File: config.mk
export PLATFORM = sky130hd
export DESIGN_NAME = fir_mac_engine
export DESIGN_NICKNAME = d
export VERILOG_FILES = /design/src/rtl/fir_mac_engine.sv
export SDC_FILE = /design/constraint.sdc
export NUM_CORES = 1
export LEC_CHECK = 0
export CAP_MARGIN = 20
export CORE_UTILIZATION = 30
export DETAILED_ROUTE_END_ITERATION = 10
export RECOVER_POWER = 100
export SKIP_LAST_GASP = 1
export SLEW_MARGIN = 20
export SYNTH_ARGS = -nofsm -noshare
export SYNTH_HDL_FRONTEND = slang
export SYNTH_SLANG_ARGS = --single-unit
File: constraint.sdc
create_clock -name clk -period 21 [get_ports clk]
set_input_delay 3.15 -clock clk [delete_from_list [all_inputs] [get_ports clk]]
set_output_delay 3.15 -clock clk [all_outputs]
set_load 0.02 [all_outputs]
File: src/rtl/fir_mac_engine.sv
// fir_mac_engine: sequential multiply-accumulate core of the FIR filter.
// Accepts one sample per in_valid/in_ready handshake, stores it in a circular
// history of TAPS entries and accumulates one coefficient*sample product per
// clock. The scaled result is offered on an out_valid/out_ready port.
// Optional build macro FIR_SATURATE_EN: clamp the result to the OUT_WIDTH
// range instead of wrapping it in two's complement.
module fir_mac_engine #(
  parameter int TAPS       = 16,
  parameter int DATA_WIDTH = 8,
  parameter int COEF_WIDTH = 8,
  parameter int OUT_WIDTH  = 16,
  parameter int FRAC_BITS  = 0
) (
  input  logic                          clk,
  input  logic                          rst,
  input  logic                          in_valid,
  output logic                          in_ready,
  input  logic signed [DATA_WIDTH-1:0]  in_data,
  input  logic                          coef_we,
  input  logic [$clog2(TAPS)-1:0]       coef_addr,
  input  logic signed [COEF_WIDTH-1:0]  coef_data,
  output logic                          out_valid,
  input  logic                          out_ready,
  output logic signed [OUT_WIDTH-1:0]   out_data,
  output logic                          busy
);

  localparam int AW    = $clog2(TAPS);
  localparam int ACC_W = DATA_WIDTH + COEF_WIDTH + $clog2(TAPS);
  localparam int EXT_W = ((ACC_W > OUT_WIDTH) ? ACC_W : OUT_WIDTH) + 1;
  localparam logic [AW-1:0] K_LAST = AW'(TAPS - 1);

  typedef enum logic [1:0] {S_IDLE, S_MAC, S_OUT} state_t;

  state_t r_state, w_next;

  logic signed [DATA_WIDTH-1:0] r_hist [TAPS];
  logic signed [COEF_WIDTH-1:0] r_coef [TAPS];
  logic signed [ACC_W-1:0]      r_acc;
  logic [AW-1:0]                r_k;
  logic [AW-1:0]                r_wptr;
  logic [AW-1:0]                r_rd_idx;
  logic signed [OUT_WIDTH-1:0]  r_out;

  logic signed [ACC_W-1:0]      w_x_ext;
  logic signed [ACC_W-1:0]      w_c_ext;
  logic signed [ACC_W-1:0]      w_prod;
  logic signed [ACC_W-1:0]      w_acc_next;

  // Narrow the shifted accumulator to OUT_WIDTH (clamp or two's-complement wrap)
  function automatic logic signed [OUT_WIDTH-1:0] narrow(input logic signed [ACC_W-1:0] a);
`ifdef FIR_SATURATE_EN
    logic signed [EXT_W-1:0] x;
    logic signed [EXT_W-1:0] hi;
    logic signed [EXT_W-1:0] lo;
    x  = {{(EXT_W-ACC_W){a[ACC_W-1]}}, a};
    hi = {{(EXT_W-OUT_WIDTH+1){1'b0}}, {(OUT_WIDTH-1){1'b1}}};
    lo = ~hi;
    if (x > hi)      x = hi;
    else if (x < lo) x = lo;
    return OUT_WIDTH'(x);
`else
    return OUT_WIDTH'(a);
`endif
  endfunction

  // Full-precision product of the current tap, sign-extended to the accumulator width
  always_comb begin
    w_x_ext    = {{(ACC_W-DATA_WIDTH){r_hist[r_rd_idx][DATA_WIDTH-1]}}, r_hist[r_rd_idx]};
    w_c_ext    = {{(ACC_W-COEF_WIDTH){r_coef[r_k][COEF_WIDTH-1]}}, r_coef[r_k]};
    w_prod     = w_x_ext * w_c_ext;
    w_acc_next = r_acc + w_prod;
  end

  // State register
  always_ff @(posedge clk or posedge rst) begin
    if (rst) r_state <= S_IDLE;
    else     r_state <= w_next;
  end

  // Next-state logic and handshake outputs, decoded from state only
  always_comb begin
    w_next    = r_state;
    in_ready  = 1'b0;
    out_valid = 1'b0;
    busy      = 1'b0;
    case (r_state)
      S_IDLE: begin
        in_ready = 1'b1;
        if (in_valid) w_next = S_MAC;
      end
      S_MAC: begin
        busy = 1'b1;
        if (r_k == K_LAST) w_next = S_OUT;
      end
      S_OUT: begin
        busy      = 1'b1;
        out_valid = 1'b1;
        if (out_ready) w_next = S_IDLE;
      end
      default: w_next = S_IDLE;
    endcase
  end

  // History, coefficient bank, accumulator and result register
  always_ff @(posedge clk or posedge rst) begin
    if (rst) begin
      for (int i = 0; i < TAPS; i++) begin
        r_hist[i] <= '0;
        r_coef[i] <= '0;
      end
      r_acc    <= '0;
      r_k      <= '0;
      r_wptr   <= '0;
      r_rd_idx <= '0;
      r_out    <= '0;
    end else begin
      case (r_state)
        S_IDLE: begin
          // Coefficients only change here, so one computation never mixes banks
          if (coef_we && (coef_addr <= K_LAST)) r_coef[coef_addr] <= coef_data;
          if (in_valid) begin
            r_hist[r_wptr] <= in_data;
            r_rd_idx       <= r_wptr;
            r_wptr         <= (r_wptr == K_LAST) ? '0 : r_wptr + 1'b1;
            r_acc          <= '0;
            r_k            <= '0;
          end
        end
        S_MAC: begin
          r_acc    <= w_acc_next;
          r_k      <= r_k + 1'b1;
          r_rd_idx <= (r_rd_idx == '0) ? K_LAST : r_rd_idx - 1'b1;
          // Last tap: latch the result including this cycle's product
          if (r_k == K_LAST) r_out <= narrow(w_acc_next >>> FRAC_BITS);
        end
        default: ;
      endcase
    end
  end

  assign out_data = r_out;

endmodule

; ---- Word-level counts from Yosys, hierarchy flattened
; Cells that the tools add are included.
[classes]
n_addsub = 4
multipliers = 1
n_lt_le_gt_ge = 7
n_eq_ne = 7
n_mux = 27
n_bitwise = 4
reduce_logical = 12
[op_table]
columns = operator, count
row1 = $bwmux W128, 2
row2 = $bmux W8 S4, 2
row3 = $demux W8 S4, 2
row4 = $mux W8, 6
row5 = $pmux W20 S2, 1
row6 = $add A20 B16 Y20, 1
row7 = $ge A5 B5 Y1 const B, 4
row8 = $mux W20, 1
row9 = $not A4 Y5, 4
row10 = $mul A8 B8 Y16, 1
row11 = $mux W4, 4
row12 = $pmux W4 S2, 2
row13 = $lt A5 B1 Y1 const B, 2
row14 = $add A4 B1 Y4 const B, 2
row15 = $eq A4 B4 Y1 const B, 2
row16 = $reduce_and A2 Y1, 4
row17 = $mux W2, 3
row18 = $ne A2 B2 Y1 const B, 3
row19 = $pmux W2 S3, 1
row20 = $le A4 B4 Y1 const B, 1
row21 = $logic_not A4 Y1, 1
row22 = $sub A4 B1 Y4 const B, 1
row23 = $logic_and A1 B1 Y1, 3
row24 = $mux W1, 3
row25 = other kinds (6), 6
[word_totals]
ff_bits = 306
in_bits = 25
output_inout_bits = 19
wordCells = 100

; ---- Longest topological paths before layout
; Gate-level depths: netlist of run 1.
[logic_depth]
ltp_word = 7
ltp_mapped = 23
depth_no_buf = 21

; ---- Worst setup path after synthesis of run 1
; OpenSTA, ideal clock, no wires.
[synth_path]
path_type = register -> register
start = reg r_rd_idx[1]
end = reg r_acc[15]
setup_time_ns = 0.135
arrival_time_ns = 5.664
t_required_ns = 20.865
slack_ns = 15.202
path_stages_with_launch = 20
path_buffers = 2
synth_period_minus_slack_ns = 5.798
path_cell_list = dfrtp_1 -> buf_2 -> clkbuf_1 -> mux4_2 -> mux4_2 -> inv_2 -> nor2_1 -> fa_1 -> inv_1 -> fa_1 -> inv_1 -> fa_1 -> fa_1 -> ha_1 -> ha_1 -> a21o_1 -> a21o_1 -> a211oi_1 -> or3_1 -> o211ai_1
[synth_between]
elab_chain_cells = 7
[synth_rtl]
columns = item, line
row1 = "start, declared", 42  ; logic [AW-1:0] r_rd_idx;
row2 = "start signal, assigned", 124  ; r_rd_idx <= r_wptr;
row3 = "start signal, assigned", 133  ; r_rd_idx <= (r_rd_idx == '0) ? K_LAST : r_rd_idx - 1'b1;
row4 = $not A4 Y5 (implied by the code), 69  ; w_x_ext = {{(ACC_W-DATA_WIDTH){r_hist[r_rd_idx][DATA_WIDTH-1]}}, r_hist[r_rd_idx]};
row5 = $bmux W8 S4, 69
row6 = $mux W8 (implied by the code) (2 in series), 69
row7 = $mul A8 B8 Y16, 71  ; w_prod = w_x_ext * w_c_ext;
row8 = $add A20 B16 Y20, 72  ; w_acc_next = r_acc + w_prod;
row9 = $pmux W20 S2, 118  ; case (r_state)
row10 = "end signal, assigned", 131  ; r_acc <= w_acc_next;
row11 = "end, declared", 39  ; logic signed [ACC_W-1:0] r_acc;
; Every way passes these cells. The select of a mux whose other input is x is not followed.
; A chain may end at the register's enable or synchronous reset.

; ---- Worst setup path in the final report of run 1
[layout_path]
start = reg r_rd_idx[0]
end = reg r_out[15] (netlist: out_data[15])
[layout_between]
elab_chain_cells = 6
[layout_rtl]
columns = item, line
row1 = $not A4 Y5 (implied by the code), 69
row2 = $bmux W8 S4, 69
row3 = $mux W8 (implied by the code) (2 in series), 69
row4 = $mul A8 B8 Y16, 71
row5 = $add A20 B16 Y20, 72
row6 = "end signal, assigned", 135  ; if (r_k == K_LAST) r_out <= narrow(w_acc_next >>> FRAC_BITS);
row7 = "end, declared", 43  ; logic signed [OUT_WIDTH-1:0] r_out;
; Every way passes these cells. The select of a mux whose other input is x is not followed.

==> flow_metrics.py, run 1 <==
metrics = {
    "setup_path": {
        "worst_ep_required_time_ps": 21490,
        "critPathLaunchType": "register",
        "ff2ff_setup_slack_ps": 12310,
        "regToRegStartpoint": "r_rd_idx[0]",
        "path_common_cell": "sky130_fd_sc_hd__fa_1",
        "cell_by_cell_listing_of_the_critical_path": "clkbuf_1 -> mux4_1 -> mux2_2 -> a21oi_1 -> nor2_1 -> fa_1 -> inv_1 -> fa_1 -> inv_1 -> fa_1 -> fa_1 -> fa_1 -> ha_1 -> o21ai_0 -> o21ai_0 -> a211oi_1 -> or4_1 -> nand3_1",
        "buffers_plus_inverters_on_the_worst_setup_path": 3,
        "reg2reg_to": "out_data[15]",
        "timing.setup.critical_path_class": "register to register",
        "worst_ep_arrival_time_ps": 9180,
        "critical_path.top_delay_family": "adder cells",
        "crit_cells": 18,
        "timing.reg2reg.worst_path_depth": 18,
        "critical_path.max_fanout": 31,
        "timing.critical_path.slowest_stage_cell": "sky130_fd_sc_hd__clkbuf_1",
        "end_kind": "register",
        "worst_path_largest_cell_delay_ps": 1910,
    },
    "logic_synthesis": {
        "cell_taking_the_most_area_after_synthesis": "sky130_fd_sc_hd__dfrtp_1",
        "synth_top_area_share_pct": 45.6,
        "post_synth_inst_count": 1248,
        "synth_nets": 1391,
        "yosysSeqAreaShare_pct": 45.6,
        "synth.cell_area_mm2": 0.0166,
        "synth_enable_flop_cells": 0,
        "postSynthRegisterBits": 302,
        "synth-main-ff-cell": "sky130_fd_sc_hd__dfrtp_1",
        "async_flop_share_pct": 100,
        "synth.top_cells.by_area": "sky130_fd_sc_hd__dfrtp_1 (46%), sky130_fd_sc_hd__mux2_2 (18%), sky130_fd_sc_hd__fa_1 (8.6%)",
        "synth_area_per_cell_um2": 13.3,
        "synth_cell_types": 59,
        "ys.warnings.count": 0,
    },
    "min_path": {
        "worstHoldStart": "out_data[13]",
        "hold_path_end": "out_data[13]",
        "hold-path-cell-count": 2,
        "timing.hold.worst.class": "register to register",
    },
    "place": {
        "place_congestion": 0.820,
        "dp.final_hpwl_um": 25600,
        "io_buffers": 43,
    },
    "routing": {
        "finalWirelength_um": 37200,
        "routed_wire_length_per_instance_um": 18.6,
        "postRouteAntennaNets": 0,
        "vias": 9837,
        "first_pass_iteration_count_of_the_detailed_router": 4,
        "route.detailed.vias_per_inst": 4.92,
        "drtIter0Drc": 581,
        "route.detailed.drc": 0,
    },
    "global_route": {
        "grt_start_max_net_pins": 178,
        "grt_first_pass_wirelength_um": 61000,
        "first_global_vias": 10600,
        "grt_remaining_overflow": 0,
        "total_routing_usage_reported_by_global_routing_pct": 13.9,
        "grt_antenna_before_repair": 2,
    },
    "cells_and_area": {
        "finish.net_count": 1423,
        "flow.area_growth_from_synthesis_pct": 13.3,
        "commonest_cells_after_routing_fill_and_taps_aside": "sky130_fd_sc_hd__dfrtp_1 (301), sky130_fd_sc_hd__mux2_2 (261), sky130_fd_sc_hd__nand2_1 (103)",
        "post_route_cells_drive_above_1_share_pct": 30.3,
        "final_common_cell": "sky130_fd_sc_hd__dfrtp_1",
        "antenna_cell_count": 0,
    },
    "clocking": {
        "clkTransAtPathRegs_ps": 60,
        "total_number_of_h_tree_levels": 2,
        "cts_resized": 0,
        "cts-buffers-inserted": 35,
        "clock-sinks": 302,
        "clock_path_buffers": 3,
        "setup_repair_bufs_after_cts": 0,
        "cts_root_buf": "sky130_fd_sc_hd__clkbuf_16",
        "hold_buf_cts": 0,
        "clk-insertion-delay-late_ps": 560,
        "tritoncts_clock_tree": "yes",
    },
    "floorplan": {
        "initial_utilization_pct": 30.6,
        "core_region_area_mm2": 0.0542,
        "placementRows": 85,
        "die_w_um": 237,
        "floorplan_die_height_um": 237,
        "design.die.area_mm2": 0.0562,
        "ioPinCount": 44,
    },
    "timing": {
        "setup_total_negative_slack_ps": 0,
        "finalSetupViolations": 0,
        "fin_crit_sh_pct": 41.4,
        "transition_time_at_the_pin_with_the_least_slew_margin_ps": 5640,
        "skew_ps": 27.2,
        "layout_min_cycle_time_ps": 8690,
        "grt_setup_unrepaired": "false",
        "timing.fmax_mhz": 115,
        "timing.slew.headroom_pct": -278,
        "timing_max_transition_violations_final": 168,
        "hold_viol": 0,
    },
    "job": {
        "timing.max_cap.violations": 3,
    },
    "status": {
        "status": "complete, but fails checks",
        "failed_checks": "max-capacitance violations, max-slew violations",
    },
}
==> cell usage after synthesis, types with 2 or more instances <==
cell	count
sky130_fd_sc_hd__dfrtp_1	302
sky130_fd_sc_hd__mux2_2	261
sky130_fd_sc_hd__nand2_1	103
sky130_fd_sc_hd__inv_1	78
sky130_fd_sc_hd__fa_1	71
sky130_fd_sc_hd__nor2_1	63
sky130_fd_sc_hd__mux4_2	57
sky130_fd_sc_hd__ha_1	47
sky130_fd_sc_hd__clkbuf_1	40
sky130_fd_sc_hd__o21ai_0	30
sky130_fd_sc_hd__nand3_1	19
sky130_fd_sc_hd__a21oi_1	18
sky130_fd_sc_hd__nand2b_1	17
sky130_fd_sc_hd__xnor2_1	13
sky130_fd_sc_hd__mux4_1	10
sky130_fd_sc_hd__nor2b_1	9
sky130_fd_sc_hd__a22o_1	8
sky130_fd_sc_hd__buf_2	7
sky130_fd_sc_hd__a211oi_1	6
sky130_fd_sc_hd__a21o_1	5
sky130_fd_sc_hd__and2_1	5
sky130_fd_sc_hd__inv_2	5
sky130_fd_sc_hd__o211ai_1	5
sky130_fd_sc_hd__xor2_1	5
sky130_fd_sc_hd__o21ai_2	4
sky130_fd_sc_hd__o31ai_1	4
sky130_fd_sc_hd__a31oi_1	3
sky130_fd_sc_hd__buf_1	3
sky130_fd_sc_hd__buf_4	3
sky130_fd_sc_hd__buf_6	3
sky130_fd_sc_hd__mux2i_1	3
sky130_fd_sc_hd__nor3_1	3
sky130_fd_sc_hd__o21a_1	3
sky130_fd_sc_hd__o21ai_1	3
sky130_fd_sc_hd__or2_1	3
sky130_fd_sc_hd__or4_1	3
sky130_fd_sc_hd__a21oi_2	2
sky130_fd_sc_hd__a21oi_4	2
sky130_fd_sc_hd__nand4_1	2
==> per-stage QoR <==
step	worst slack, ps	hold WS, ps	instance area [um^2]	cells	util, %
after floorplan	9500	450	16600	1248	-
after global placement	14240	464	17700	1939	32.6
after detailed placement	14220	473	17700	1939	32.6
after CTS	14150	485	18800	2001	34.7
after global routing	11610	495	18800	2001	34.7
final	12310	472	18800	2001	34.7
==> layer usage <==
layer | share of wire [%] | vias up | GRT usage [%]
met5 | 0.059 | - | 0
met4 | 2.1 | 4 | 4.01
met3 | 4.6 | 50 | 3.31
met2 | 47 | 157 | 22.4
met1 | 46 | 5186 | 18.5
li1 | - | 4440 | -
==> registers in the layout, summed over array words and instances, names as in the netlist <==
signal,count
out_data,16
r_rd_idx,4
r_k,4
r_wptr,4
r_coef,128
r_state,2
r_hist,128
r_acc,16
==> worst reg2reg max path, cell delays in order, from the launching register on <==
cell	delay, ps
sky130_fd_sc_hd__dfrtp_1	490
sky130_fd_sc_hd__clkbuf_1	1910
sky130_fd_sc_hd__mux4_1	780
sky130_fd_sc_hd__mux2_2	280
sky130_fd_sc_hd__a21oi_1	720
sky130_fd_sc_hd__nor2_1	150
sky130_fd_sc_hd__fa_1	580
sky130_fd_sc_hd__inv_1	50
sky130_fd_sc_hd__fa_1	500
sky130_fd_sc_hd__inv_1	60
sky130_fd_sc_hd__fa_1	500
sky130_fd_sc_hd__fa_1	570
sky130_fd_sc_hd__fa_1	430
sky130_fd_sc_hd__ha_1	360
sky130_fd_sc_hd__o21ai_0	130
sky130_fd_sc_hd__o21ai_0	330
sky130_fd_sc_hd__a211oi_1	200
sky130_fd_sc_hd__or4_1	490
sky130_fd_sc_hd__nand3_1	90
==> worst max path at each step <==
stage / startpoint / endpoint / slack (ps)
floorplan: rst / out_data[0] / 9500
global placement: r_rd_idx[0] / out_data[15] / 14240
detailed placement: r_rd_idx[0] / r_acc[15] / 14220
CTS: r_rd_idx[0] / r_acc[15] / 14150
global route: r_rd_idx[0] / out_data[15] / 11610
finish: r_rd_idx[0] / out_data[15] / 12310
==> cells by family (layout without fill, tap and decap cells) <==
group	after synthesis	count (layout)	synth area share [%]
AND/OR/NAND/NOR	235	235	6.27
multiplexers	331	331	27.2
flip-flops	302	302	45.6
buffers and inverters	142	199	3.64
XOR/XNOR	19	19	1.09
adder cells (fa/ha/maj)	118	118	12.1
AO/OA/AOI/OAI	101	101	4.09
==> final cells by class <==
type,count,area (um^2)
clock buffer,51,996
clock inverter,11,139
fill,5298,35400
inverter,84,317
multi-input combinational,804,8410
sequential,302,7560
tap,696,871
timing repair buffer,53,510
Power of run 1 is not shown: default switching activity piles up to over one toggle a cycle in this logic, so the estimate is an artifact.
==> run 2, diff against run 1 <==
==> constraint.sdc (replaced) <==
create_clock -name clk -period 7.47 [get_ports clk]
set_input_delay 1.1205 -clock clk [delete_from_list [all_inputs] [get_ports clk]]
set_output_delay 1.1205 -clock clk [all_outputs]
set_load 0.02 [all_outputs]
==> run 2 against run 1 <==
  * The run still ends with max-capacitance violations, max-slew violations left
  * Critical path depth is 2 lower
  * Clock skew increased by 0.69 ps
  * Routed wire length rose by 3.4%
  * Worst hold slack worse by 2.1 ps
  * Global-route usage up 0.39 points
  * Via count increased by 1.3%
  * Utilization grew 0.38 points
  * Fmax up 27%
  * Count of clock-buffer cells in the layout decreased by 7
  * Worst setup slack lost 12000 ps
  * Sequential cell count did not move
  * Cell area up 1.1%
  * Critical endpoint unchanged
  * Largest cell class unchanged
==> flow_metrics.py, run 2 (same netlist as run 1, synthesis figures left out) <==
metrics = {
    "place": {
        "place_congestion": 0.799,
        "io_buffers": 43,
        "dp.final_hpwl_um": 26400,
        "place_area_mm2": 0.0178,
    },
    "timing": {
        "finalSetupViolations": 0,
        "timing_max_transition_violations_final": 143,
        "transition_time_at_the_pin_with_the_least_slew_margin_ps": 3360,
        "timing.slew.headroom_pct": -124,
        "grt_setup_unrepaired": "false",
        "timing.fmax_mhz": 147,
        "setup_total_negative_slack_ps": 0,
        "hold_viol": 0,
        "layout_min_cycle_time_ps": 6820,
        "skew_ps": 27.9,
        "fin_crit_sh_pct": 91.2,
    },
    "cells_and_area": {
        "area_of_all_sequential_standard_cells_mm2": 0.00756,
        "largestRegisters": "r_coef: 128 flops, r_hist: 128 flops",
        "fillerInstances": 5146,
        "commonest_cells_after_routing_fill_and_taps_aside": "sky130_fd_sc_hd__dfrtp_1 (300), sky130_fd_sc_hd__mux2_2 (260), sky130_fd_sc_hd__nand2_1 (103)",
        "flow.area_growth_from_synthesis_pct": 14.6,
        "multi_input_area_mm2": 0.00842,
        "final_area_mm2": 0.0190,
        "finish.net_count": 1429,
        "final_common_cell": "sky130_fd_sc_hd__dfrtp_1",
        "post_route_cells_drive_above_1_share_pct": 31.0,
    },
    "floorplan": {
        "design.die.area_mm2": 0.0562,
        "floorplan_die_height_um": 237,
        "ioPinCount": 44,
        "initial_utilization_pct": 30.6,
        "placementRows": 85,
        "core_region_area_mm2": 0.0542,
        "die_w_um": 237,
    },
    "routing": {
        "route.detailed.vias_per_inst": 4.96,
        "met2_layer_wire_length_in_the_routed_design_um": 18100,
        "metal_1_wl_um": 17900,
        "first_pass_iteration_count_of_the_detailed_router": 5,
        "postRouteAntennaNets": 0,
        "top_layer": "met5",
        "vias": 9962,
        "routed_wire_length_per_instance_um": 19.2,
        "drtIter0Drc": 525,
        "finalWirelength_um": 38500,
        "route.detailed.drc": 0,
        "met3RoutedLength_um": 1660,
    },
    "setup_path": {
        "end_kind": "register",
        "critical_path.max_fanout": 26,
        "worst_ep_required_time_ps": 7960,
        "timing.critical_path.slowest_stage_cell": "sky130_fd_sc_hd__dfrtp_1",
        "worst_ep_arrival_time_ps": 7310,
        "cell_by_cell_listing_of_the_critical_path": "inv_1 -> mux2i_1 -> a21oi_1 -> nand2b_1 -> fa_1 -> fa_1 -> inv_1 -> fa_1 -> fa_1 -> fa_1 -> ha_1 -> o21ai_0 -> o21ai_0 -> a211oi_1 -> or4_1 -> nand3_1",
        "timing.setup.critical_path_class": "register to register",
        "worst_path_largest_cell_delay_ps": 1050,
        "path_common_cell": "sky130_fd_sc_hd__fa_1",
        "critPathLaunchType": "register",
    },
    "global_route": {
        "grt_antenna_before_repair": 2,
        "grt_remaining_overflow": 0,
        "total_routing_usage_reported_by_global_routing_pct": 14.3,
        "grt_start_max_net_pins": 163,
        "first_global_vias": 10900,
        "grt_first_pass_wirelength_um": 62600,
    },
    "clocking": {
        "clkTransAtPathRegs_ps": 60,
        "total_number_of_h_tree_levels": 2,
        "cts_resized": 0,
        "setup_repair_bufs_after_cts": 0,
        "tritoncts_clock_tree": "yes",
        "hold_buf_cts": 0,
        "cts-buffers-inserted": 35,
        "clk-insertion-delay-late_ps": 570,
        "clock_path_buffers": 3,
        "cts_root_buf": "sky130_fd_sc_hd__clkbuf_16",
        "clock-sinks": 302,
    },
    "status": {
        "status": "complete, but fails checks",
        "failed_checks": "max-capacitance violations, max-slew violations",
    },
    "job": {
        "timing.max_cap.violations": 2,
    },
    "min_path": {
        "timing.hold.worst.class": "register to register",
    },
}
==> run 2: critical path, delay by kind of cell, from the launching register on <==
| kind | cells | cell delay [ps] |
|---|---|---|
| buf+inv | 2 | 540 |
| flops | 1 | 1050 |
| fa+ha+maj | 6 | 2920 |
| simple gates | 3 | 750 |
| mux | 1 | 240 |
| compound gates | 4 | 1250 |
==> run 2: cell type report <==
| type | count | area share [%] |
|---|---|---|
| multi-input combinational | 804 | 44.3 |
| sequential | 302 | 39.8 |
| clock buffer | 44 | 5.05 |
| tap | 696 | 4.58 |
| timing repair buffer | 59 | 3.09 |
| inverter | 84 | 1.68 |
| clock inverter | 18 | 1.51 |
| antenna | 1 | 0.0132 |
==> run 2: through the flow <==
stage | std cells | worst slack, ps | util (%) | hold WS [ps]
floorplan | 1248 | 1670 | - | 450
global placement | 1945 | 916 | 32.8 | 463
detailed placement | 1945 | 777 | 32.8 | 465
CTS | 2007 | 767 | 35.1 | 480
global route | 2008 | 283 | 35.0 | 486
finish | 2008 | 654 | 35.0 | 470
==> run 2: routing by layer <==
| layer | GRT usage (%) | vias up |
|---|---|---|
| li1 | - | 4456 |
| met1 | 19.2 | 5273 |
| met5 | 0 | - |
| met2 | 23.1 | 171 |
| met4 | 4.46 | 2 |
| met3 | 2.87 | 60 |
==> run 2: final timing paths <==
path	startpoint	endpoint	slack, ps	depth (start not counted)
min in group asynchronous	rst	r_coef[91]	2360	3
min	out_data[4]	out_data[4]	470	2
max in group asynchronous	rst	r_k[0]	1570	4
max reg2reg	r_rd_idx[1]	out_data[15]	650	16
min reg2reg	out_data[4]	out_data[4]	470	2
max	r_rd_idx[1]	out_data[15]	650	16
Power of run 2 is left out for the same reason.
==> run 3, diff against run 2 <==
--- a/config.mk
+++ b/config.mk
@@ -8,9 +8,8 @@
 export CAP_MARGIN = 20
 export CORE_UTILIZATION = 30
 export DETAILED_ROUTE_END_ITERATION = 10
-export RECOVER_POWER = 100
+export RECOVER_POWER = 50
 export SKIP_LAST_GASP = 1
-export SLEW_MARGIN = 20
 export SYNTH_ARGS = -nofsm -noshare
 export SYNTH_HDL_FRONTEND = slang
 export SYNTH_SLANG_ARGS = --single-unit
==> run 3 against run 2 <==
  * The flow still finishes with violations (max-capacitance violations, max-slew violations)
  * Critical path depth unchanged
  * Non-clock buffer count grew 1
  * Cell area about the same
  * Count of clock-buffer cells in the layout did not move
  * Register-to-register slack barely moved
  * Via count is essentially flat
  * Global-route usage unchanged
  * Sequential share of layout area hardly changed
  * Sequential cell count unchanged
  * Final cell count barely moved
  * Routed wire length about the same
  * Critical endpoint unchanged
  * Highest routed layer unchanged
==> flow_metrics.py, run 3 (same netlist as run 1, synthesis figures left out) <==
metrics = {
    "floorplan": {
        "floorplan_die_height_um": 237,
        "design.die.area_mm2": 0.0562,
        "core_region_area_mm2": 0.0542,
        "die_w_um": 237,
        "ioPinCount": 44,
        "placementRows": 85,
        "initial_utilization_pct": 30.6,
    },
    "routing": {
        "first_pass_iteration_count_of_the_detailed_router": 4,
        "drtIter0Drc": 515,
        "routed_wire_length_per_instance_um": 19.2,
        "route.detailed.vias_per_inst": 4.96,
        "postRouteAntennaNets": 0,
        "vias": 9967,
        "route.detailed.drc": 0,
        "finalWirelength_um": 38500,
    },
    "clocking": {
        "clkTransAtPathRegs_ps": 60,
        "clk-insertion-delay-late_ps": 570,
        "cts_resized": 0,
        "total_number_of_h_tree_levels": 2,
        "clock-sinks": 302,
        "setup_repair_bufs_after_cts": 0,
        "clock_path_buffers": 3,
        "tritoncts_clock_tree": "yes",
        "hold_buf_cts": 0,
        "cts_root_buf": "sky130_fd_sc_hd__clkbuf_16",
        "cts-buffers-inserted": 35,
    },
    "setup_path": {
        "worst_ep_arrival_time_ps": 7290,
        "worst_ep_required_time_ps": 7960,
        "timing.setup.critical_path_class": "register to register",
        "end_kind": "register",
        "critical_path.max_fanout": 26,
        "critPathLaunchType": "register",
    },
    "cells_and_area": {
        "flow.area_growth_from_synthesis_pct": 14.6,
        "finish.net_count": 1430,
        "post_route_cells_drive_above_1_share_pct": 31.1,
        "fillerInstances": 5147,
        "commonest_cells_after_routing_fill_and_taps_aside": "sky130_fd_sc_hd__dfrtp_1 (300), sky130_fd_sc_hd__mux2_2 (261), sky130_fd_sc_hd__nand2_1 (103)",
        "final_common_cell": "sky130_fd_sc_hd__dfrtp_1",
        "largestRegisters": "r_coef: 128 flops, r_hist: 128 flops",
    },
    "timing": {
        "finalSetupViolations": 0,
        "timing_max_transition_violations_final": 124,
        "layout_min_cycle_time_ps": 6800,
        "timing.fmax_mhz": 147,
        "fin_crit_sh_pct": 91.1,
        "transition_time_at_the_pin_with_the_least_slew_margin_ps": 3360,
        "hold_viol": 0,
        "skew_ps": 28.5,
        "grt_setup_unrepaired": "false",
        "timing.slew.headroom_pct": -124,
        "setup_total_negative_slack_ps": 0,
    },
    "global_route": {
        "grt_first_pass_wirelength_um": 62600,
        "grt_start_max_net_pins": 163,
        "total_routing_usage_reported_by_global_routing_pct": 14.3,
        "first_global_vias": 10900,
        "grt_antenna_before_repair": 2,
        "grt_remaining_overflow": 0,
    },
    "min_path": {
        "timing.hold.worst.class": "register to register",
    },
    "job": {
        "timing.max_cap.violations": 2,
    },
    "place": {
        "dp.final_hpwl_um": 26400,
        "io_buffers": 43,
        "place_congestion": 0.799,
    },
    "status": {
        "status": "complete, but fails checks",
        "failed_checks": "max-capacitance violations, max-slew violations",
    },
}
run 3: metal layers:
metal / vias to the layer above / share of wire [%] / track usage [%]
li1: 4458 / - / -
met1: 5268 / 46 / 19.2
met2: 176 / 47 / 23.1
met3: 63 / 4.6 / 2.87
met4: 2 / 2.1 / 4.46
met5: - / 0.023 / 0
run 3: critical path: stages (launching register included):
cell,delay (ps)
sky130_fd_sc_hd__dfrtp_1,1040
sky130_fd_sc_hd__inv_1,480
sky130_fd_sc_hd__mux2i_1,240
sky130_fd_sc_hd__a21oi_1,580
sky130_fd_sc_hd__nand2b_1,160
sky130_fd_sc_hd__fa_1,500
sky130_fd_sc_hd__fa_1,540
sky130_fd_sc_hd__inv_1,60
sky130_fd_sc_hd__fa_1,510
sky130_fd_sc_hd__fa_1,580
sky130_fd_sc_hd__fa_1,430
sky130_fd_sc_hd__ha_1,350
sky130_fd_sc_hd__o21ai_0,130
sky130_fd_sc_hd__o21ai_0,330
sky130_fd_sc_hd__a211oi_1,200
sky130_fd_sc_hd__or4_1,500
sky130_fd_sc_hd__nand3_1,90
run 3: layout make-up:
cell class | count | area, um^2 | share of cell area (%)
diodes | 1 | 2.50 | 0.0132
clock buffers | 44 | 960 | 5.05
clock inverters | 18 | 288 | 1.51
inverters | 84 | 319 | 1.68
multi-input cells | 804 | 8420 | 44.3
flip-flops and latches | 302 | 7560 | 39.8
well taps | 696 | 871 | 4.58
repair buffers | 60 | 591 | 3.11
run 3: stage by stage:
| step | utilization, % | cell area [um^2] | hold slack, ps | instances | setup slack [ps] |
|---|---|---|---|---|---|
| global placement | 32.8 | 17800 | 463 | 1945 | 916 |
| global route | 35.0 | 19000 | 486 | 2009 | 224 |
| CTS | 35.1 | 19000 | 480 | 2007 | 767 |
| finish | 35.0 | 19000 | 467 | 2009 | 665 |
| floorplan | - | 16600 | 450 | 1248 | 1670 |
| detailed placement | 32.8 | 17800 | 465 | 1945 | 777 |
run 3: path summary, 6_finish.rpt:
check	to	depth (start not counted)	slack, ps	start
max	out_data[15]	16	670	r_rd_idx[1]
max in group asynchronous	r_k[0]	5	1310	rst
min	out_data[1]	2	470	out_data[1]
max reg2reg	out_data[15]	16	670	r_rd_idx[1]
min reg2reg	out_data[1]	2	470	out_data[1]
min in group asynchronous	r_coef[91]	3	2370	rst
Power of run 3 is left out for the same reason.
